## config.mk

```make
export PLATFORM = sky130hd
export DESIGN_NAME = prio_encoder_8to3
export DESIGN_NICKNAME = d
export VERILOG_FILES = /design/src/rtl/prio_encoder_8to3.sv
export SDC_FILE = /design/constraint.sdc
export NUM_CORES = 1
export LEC_CHECK = 0
export BUFFER_PORTS_ARGS = -buffer_cell sky130_fd_sc_hd__buf_2
export CAP_MARGIN = 20
export CORE_MARGIN = 4
export CORE_UTILIZATION = 50
export CTS_BUF_LIST = sky130_fd_sc_hd__clkbuf_2
export CTS_CLUSTER_SIZE = 12
export DETAILED_ROUTE_END_ITERATION = 8
export GPL_TIMING_DRIVEN = 1
export MAX_ROUTING_LAYER = met4
export PLACE_DENSITY = 0.84
export SLEW_MARGIN = 5
export SYNTH_ARGS = -nofsm -noshare
export SYNTH_HDL_FRONTEND = slang
export SYNTH_SLANG_ARGS = --single-unit
```

## constraint.sdc

```tcl
create_clock -name i_clk -period 2.4 [get_ports i_clk]
set_clock_uncertainty 0.15 [all_clocks]
set_input_delay 0.48 -clock i_clk [delete_from_list [all_inputs] [get_ports i_clk]]
set_output_delay 0.48 -clock i_clk [all_outputs]
set_load 0.005 [all_outputs]
```

## src/rtl/prio_encoder_8to3.sv

```systemverilog
// prio_encoder_8to3: registered 8-to-3 event encoder with pending register, capture mask and sticky overflow.
// Latency: a request sampled at edge N is visible on o_valid/o_code after that edge (1 cycle).
// Backpressure: o_valid/o_code hold until i_ready; one pending bit is retired per handshake, with no bubble.
// Build option: define PRIO_ENC_ROUND_ROBIN_EN for round-robin selection; otherwise the highest index wins.
module prio_encoder_8to3 #(
  parameter logic [7:0] MASK_RST = 8'hFF
) (
  input  logic       i_clk,
  input  logic       i_rst_n,
  input  logic [7:0] i_req,
  input  logic       i_mask_we,
  input  logic [7:0] i_mask_in,
  input  logic       i_ready,
  input  logic       i_ovf_clr,
  output logic       o_valid,
  output logic [2:0] o_code,
  output logic [7:0] o_pend,
  output logic       o_ovf
);

  logic [7:0] r_pend;
  logic [7:0] r_mask;
  logic       r_ovf;

  logic       w_valid;
  logic [2:0] w_code;
  logic       w_acc;
  logic [7:0] w_acc_onehot;
  logic [7:0] w_capture;
  logic       w_ovf_set;

`ifdef PRIO_ENC_ROUND_ROBIN_EN
  logic [2:0] r_ptr;

  // Round-robin pick: first pending bit found searching from ptr upward, wrapping mod 8.
  // The loop walks the offsets downward so the smallest offset is the last (winning) assignment.
  always_comb begin
    logic [2:0] idx;
    w_code = 3'd0;
    idx    = 3'd0;
    for (int k = 7; k >= 0; k--) begin
      idx = r_ptr + 3'(k);
      if (r_pend[idx]) begin
        w_code = idx;
      end
    end
  end

  // Pointer moves to one past the accepted index (7 wraps to 0); otherwise it holds.
  always_ff @(posedge i_clk) begin
    if (!i_rst_n) begin
      r_ptr <= 3'd0;
    end else if (w_acc) begin
      r_ptr <= w_code + 3'd1;
    end
  end
`else
  // Fixed priority: the highest set index in pend wins (later loop iterations override).
  always_comb begin
    w_code = 3'd0;
    for (int i = 0; i < 8; i++) begin
      if (r_pend[i]) begin
        w_code = 3'(i);
      end
    end
  end
`endif

  // Handshake, accept one-hot, masked capture and overflow detection, all from registered state.
  always_comb begin
    w_valid      = |r_pend;
    w_acc        = w_valid & i_ready;
    w_acc_onehot = w_acc ? (8'b0000_0001 << w_code) : 8'h00;
    w_capture    = i_req & r_mask;
    // A re-request of the bit being retired this cycle is a fresh capture, not an overflow.
    w_ovf_set    = |(w_capture & r_pend & ~w_acc_onehot);
  end

  // State update: reset dominates; capture beats the accept clear; an ovf set beats ovf_clr.
  always_ff @(posedge i_clk) begin
    if (!i_rst_n) begin
      r_pend <= 8'h00;
      r_mask <= MASK_RST;
      r_ovf  <= 1'b0;
    end else begin
      r_pend <= (r_pend & ~w_acc_onehot) | w_capture;
      if (i_mask_we) begin
        r_mask <= i_mask_in;
      end
      r_ovf <= w_ovf_set | (r_ovf & ~i_ovf_clr);
    end
  end

  assign o_valid = w_valid;
  assign o_code  = w_valid ? w_code : 3'd0;
  assign o_pend  = r_pend;
  assign o_ovf   = r_ovf;

endmodule

```

==> results of run 1 <==
## layout by cell type, fill, tap and decap left out, drive strengths merged
| cell type | n |
|---|---|
| or3b | 1 |
| a2bb2oi | 2 |
| a22oi | 4 |
| nor3b | 1 |
| buf | 33 |
| inv | 6 |
| a31oi | 2 |
| clkbuf | 4 |
| o221a | 1 |
| nand3 | 3 |
| nor4 | 2 |
| and3 | 1 |
| nor3 | 1 |
| nor2 | 7 |
| nand2 | 16 |
| o21ai | 4 |
| a21oi | 7 |
| nor4b | 1 |
| mux2i | 8 |
| nand3b | 1 |
| dfxtp | 17 |
| o21bai | 1 |
| nand2b | 2 |
| a311oi | 1 |
## critical path, delay by kind of cell, from the launching register on
| family | cells | cell delay, ns |
|---|---|---|
| and+or+nand+nor | 2 | 0.58 |
| buffers and inverters | 1 | 0.14 |
| DFF | 1 | 0.42 |
## cell type report
cell class | count | share of cell area [%]
multi-input combinational | 66 | 41.6
sequential | 17 | 35.1
timing repair buffer | 33 | 17.0
inverter | 6 | 2.32
clock buffer | 4 | 2.06
tap | 15 | 1.93
## flip-flops by register name, indices dropped and copies added (netlist names)
signal / cells
o_pend: 8
o_ovf: 1
r_mask: 8
## per-stage QoR
| stage | area [um^2] | hold slack, ns | util [%] |
|---|---|---|---|
| global placement | 951 | 0.303 | 68.8 |
| floorplan | 776 | 0.291 | - |
| detailed placement | 951 | 0.330 | 68.8 |
| global route | 971 | 0.222 | 70.2 |
| CTS | 971 | 0.228 | 70.2 |
| finish | 971 | 0.241 | 70.2 |
## routing by layer
metal	up-vias	routed length [um]
met5	-	0
met3	2	152
met2	30	912
met1	361	803
li1	390	-
met4	0	8
## final timing paths
| kind | start | endpoint | slack (ns) | cells past startpoint |
|---|---|---|---|---|
| max reg2reg | o_pend[5] | o_ovf | 0.78 | 4 |
| min reg2reg | r_mask[6] | r_mask[6] | 0.35 | 2 |
| min | i_mask_in[1] | r_mask[1] | 0.24 | 3 |
| max | o_pend[5] | o_valid | 0.34 | 3 |
## kinds of logic (layout without fill, tap and decap cells)
group	count (synthesis)	after routing	share of synthesized area, %
AO/OA/AOI/OAI	22	22	18.4
buffers and inverters	8	43	4.03
flip-flops	17	17	43.9
multiplexers	8	8	10.3
AND/OR/NAND/NOR	36	36	23.4
## where the power goes
part | internal (mW) | switching, mW
Clock | 0.0442 | 0.0858
Sequential | 0.304 | 0.0275
Combinational | 0.0637 | 0.0585
Total | 0.412 | 0.172
==> results.py, run 1 <==
metrics = {
    "clocking": {
        "post_cts_resized": 0,
        "cts_made_buffers": 3,
        "holdBufCountCts": 0,
        "cts_root_buffer": "clkbuf_2",
        "clock_path_buffers": 2,
        "insertion_delay_ns": 0.29,
        "clk_pin_slew_ns": 0.15,
        "cts_setup_buffers": 0,
        "clkSinkCount": 17,
        "cts-htree-levels": 1,
        "cts_tree": "done",
    },
    "setup_path": {
        "crit_chain": "nor4_2 > nand3b_1 > buf_2",
        "worstPathArrival_ns": 1.43,
        "cp_slowest_cell": "nor4_2",
        "critPathKind": "reg -> out",
        "crit_required_ns": 1.77,
        "cp-start-kind": "flip-flop",
        "cp_max_fo": 8,
        "end_kind": "primary output",
        "slowest_delay_ns": 0.47,
    },
    "floorplanning": {
        "io_pins": 34,
        "initial_utilization_pct": 56.1,
        "die_area_um2": 2250,
        "die_x_um": 47.4,
        "core-area_um2": 1380,
        "die_h_um": 47.4,
        "row_count": 13,
    },
    "place": {
        "port_buffers": 33,
        "dp_hpwl_mm": 1.51,
        "place_congestion": 0.906,
        "place_ws_ns": 0.658,
        "dpl.cell_count": 137,
    },
    "sta": {
        "period_share_pct": 85.7,
        "fmax_mhz": 486,
        "max_slew.worst_pin.slew_ns": 0.418,
        "finalSetupTns_ns": 0,
        "hold_viol": 0,
        "setup_slack_ns": 0.344,
        "rsz0062_at_grt": "false",
        "max_slew_margin_pct": 71.9,
        "drv_slew": 0,
        "setup_viol": 0,
        "period_needed_ns": 2.06,
    },
    "route": {
        "drc": 0,
        "drtPass1Iterations": 6,
        "wl_per_cell_um": 13.3,
        "vias_per_cell": 5.55,
        "totalWireLength_mm": 1.88,
        "dr.first_iter.drc_count": 12,
        "antenna_left": 0,
        "vias": 783,
    },
    "cells_and_area": {
        "multiInputGateArea_um2": 404,
        "nNetsFinal": 148,
        "area_delta_synth_final_pct": 25.2,
        "nFillCells": 122,
        "diodes": 0,
        "fin_cells": 141,
        "seq_area_um2": 340,
        "drive_above_1_share_pct": 31.7,
    },
    "synth": {
        "synth_area_per_cell_um2": 8.52,
        "synth_top_cells_by_area": "dfxtp_1 (44%), mux2i_1 (10%), nand2_1 (7.7%)",
        "yosys.cell_count.top_type": "dfxtp_1",
        "synth-edff-count": 0,
        "synth_top_area_cell": "dfxtp_1",
        "synth_warnings": 0,
        "seq_area_frac_synth_pct": 43.9,
        "syn_inst": 91,
        "synth-seq-cells": 17,
        "synth_common_cells": "dfxtp_1 (17), nand2_1 (16), mux2i_1 (8), a21oi_1 (7), nor2_1 (7)",
        "ys_dominant_reg_cell": "dfxtp_1",
        "ys_async_sr_fraction_pct": 0,
        "ys_types": 27,
        "syn_nets": 112,
        "synth_top_area_share_pct": 43.9,
        "synth_area_um2": 776,
    },
    "hold_path": {
        "hp-class": "in -> reg",
    },
    "grt": {
        "gr-total-overflow": 0,
        "grt_max_degree": 10,
        "grt.total_usage_pct": 19.7,
        "grt_pass1_vias": 692,
        "grtUsageMet1_pct": 23.7,
        "met3_usage_pct": 4.60,
        "grt_pass1_wl_mm": 3.00,
        "antenna_found_initial": 0,
        "top_usage_layer": "met2",
        "grt_util_met2_pct": 31.8,
    },
    "power_and_ir_drop": {
        "vdd_drop_max_mv": 0.382,
        "power_density_nw_per_um2": 601,
        "total_power_mw": 0.584,
        "leakagePower_nw": 0.480,
    },
    "job": {
        "maxCapViolCount": 0,
    },
    "status": {
        "status": "completed",
    },
}
Power figures use the tool's default switching activity.
==> run 2, diff against run 1 <==
HOLD_SLACK_MARGIN = 0.15   (was unset)
RECOVER_POWER = 50   (was unset)
==> results.py, run 2 (synthesis gave the netlist of run 1 again) <==
metrics = {
    "power_and_ir_drop": {
        "leakagePower_nw": 0.468,
        "total_power_mw": 0.582,
        "p_comb_share_pct": 20.7,
        "p_seq_share_pct": 56.9,
        "sw_frac_of_total_pct": 29.5,
        "p_sw_mw": 0.172,
        "clkPwrFrac_pct": 22.4,
        "power_density_nw_per_um2": 605,
        "power.internal_mw": 0.410,
        "vdd_drop_max_mv": 0.381,
    },
    "route": {
        "dr.first_iter.drc_count": 13,
        "drc": 0,
        "drtPass1Iterations": 4,
        "vias_per_cell": 5.52,
        "antenna_left": 0,
        "totalWireLength_mm": 1.88,
        "vias": 779,
        "wl_per_cell_um": 13.3,
    },
    "grt": {
        "antenna_found_initial": 0,
        "grt_pass1_wl_mm": 3.00,
        "gr-total-overflow": 0,
        "grt_max_degree": 10,
        "grt.total_usage_pct": 19.7,
        "grt_pass1_vias": 692,
    },
    "clocking": {
        "cts_made_buffers": 3,
        "cts_tree": "done",
        "holdBufCountCts": 0,
        "clock_path_buffers": 2,
        "cts-htree-levels": 1,
        "cts_root_buffer": "clkbuf_2",
        "clk_pin_slew_ns": 0.16,
        "insertion_delay_ns": 0.29,
        "cts_setup_buffers": 0,
        "clkSinkCount": 17,
        "post_cts_resized": 0,
    },
    "sta": {
        "hold_viol": 0,
        "period_share_pct": 85.5,
        "drv_slew": 0,
        "max_slew.worst_pin.slew_ns": 0.562,
        "period_needed_ns": 2.05,
        "max_slew_margin_pct": 62.6,
        "fmax_mhz": 487,
        "finalSetupTns_ns": 0,
        "rsz0062_at_grt": "false",
        "setup_viol": 0,
        "hold_slack_ns": 0.242,
    },
    "setup_path": {
        "r2r_start": "o_pend[7]",
        "crit_chain": "nor4_2 > nand3b_1 > buf_2",
        "worstPathArrival_ns": 1.42,
        "cp-startpoint": "o_pend[5]",
        "critical_path_buf_inv_count": 1,
        "cp_slowest_cell": "nor4_2",
        "critPathKind": "reg -> out",
        "rrSetupSlack_ns": 0.66,
        "cp_max_fo": 8,
        "crit_family": "simple AND/OR/NAND/NOR gates",
        "cp.depth": 3,
        "end_kind": "primary output",
        "cp-endpoint": "o_valid",
        "worstRegToRegCells": 4,
        "timing.rr.end": "o_ovf",
        "slowest_delay_ns": 0.47,
        "crit_required_ns": 1.77,
        "cp-start-kind": "flip-flop",
    },
    "floorplanning": {
        "die_area_um2": 2250,
        "initial_utilization_pct": 56.1,
        "die_h_um": 47.4,
        "row_count": 13,
        "io_pins": 34,
        "die_x_um": 47.4,
        "core-area_um2": 1380,
    },
    "place": {
        "dp_hpwl_mm": 1.51,
        "dpl.cell_count": 137,
        "port_buffers": 33,
        "place_congestion": 0.906,
    },
    "job": {
        "maxCapViolCount": 0,
    },
    "cells_and_area": {
        "mostFrequentLayoutCells": "buf_2 (30), dfxtp_1 (17), nand2_1 (16)",
        "layout_commonest_cell": "buf_2",
        "drive_above_1_share_pct": 28.6,
        "fin_cells": 141,
        "area_delta_synth_final_pct": 24.0,
        "diodes": 0,
        "nNetsFinal": 148,
    },
    "status": {
        "status": "completed",
    },
    "hold_path": {
        "hp-class": "in -> reg",
    },
}
[run 2: cell count changes in the layout (fill, tap and decap cells not counted)]
cell | before | now
nor3b_2 | 1 | 0
buf_2 | 33 | 30
clkbuf_1 | 0 | 3
o21ai_0 | 2 | 3
nor3b_1 | 0 | 1
o21ai_1 | 2 | 1
[run 2: metal layers]
layer	wire length (um)	GRT usage [%]
met4	8	6.63
met3	147	4.60
met1	810	23.7
met5	0	-
met2	915	31.8
[run 2: worst reg2reg max path, cell delays in order, from the launching register on]
cell and delay (ns):
dfxtp_1 0.40, nor3b_1 0.50, a31oi_1 0.15, a311oi_1 0.29, a31oi_1 0.14
[run 2: cell type report]
class,instances,area [um^2]
multi-input combinational,66,399
fill,126,420
clock buffer,4,20.0
tap,15,18.8
sequential,17,340
inverter,6,22.5
timing repair buffer,33,161
[run 2: how the worst min path moves through the flow]
stage	start	endpoint	slack, ns	cells past startpoint
4_1_cts	i_mask_in[5]	r_mask[5]	0.23	3
3_3_place_gp	r_mask[4]	r_mask[4]	0.30	2
2_1_floorplan	r_mask[4]	r_mask[4]	0.29	2
6_report	i_mask_in[1]	r_mask[1]	0.24	3
3_5_place_dp	r_mask[6]	r_mask[6]	0.33	2
5_1_grt	i_mask_in[5]	r_mask[5]	0.22	3
[run 2: power by group through the flow]
stage / Combinational, mW / Sequential (mW) / Clock [mW]
after global routing: 0.136 / 0.335 / 0.152
after detailed placement: 0.123 / 0.337 / 0
after CTS: 0.123 / 0.331 / 0.138
after floorplan: 0.0715 / 0.332 / 0
after global placement: 0.118 / 0.335 / 0
final: 0.121 / 0.331 / 0.130
[run 2: through the flow]
step / setup WS (ns) / instance area (um^2) / util (%)
after floorplan: 0.900 / 776 / -
after global placement: 0.721 / 951 / 68.8
after detailed placement: 0.658 / 951 / 68.8
after CTS: 0.319 / 971 / 70.2
after global routing: 0.255 / 962 / 69.6
final: 0.347 / 962 / 69.6
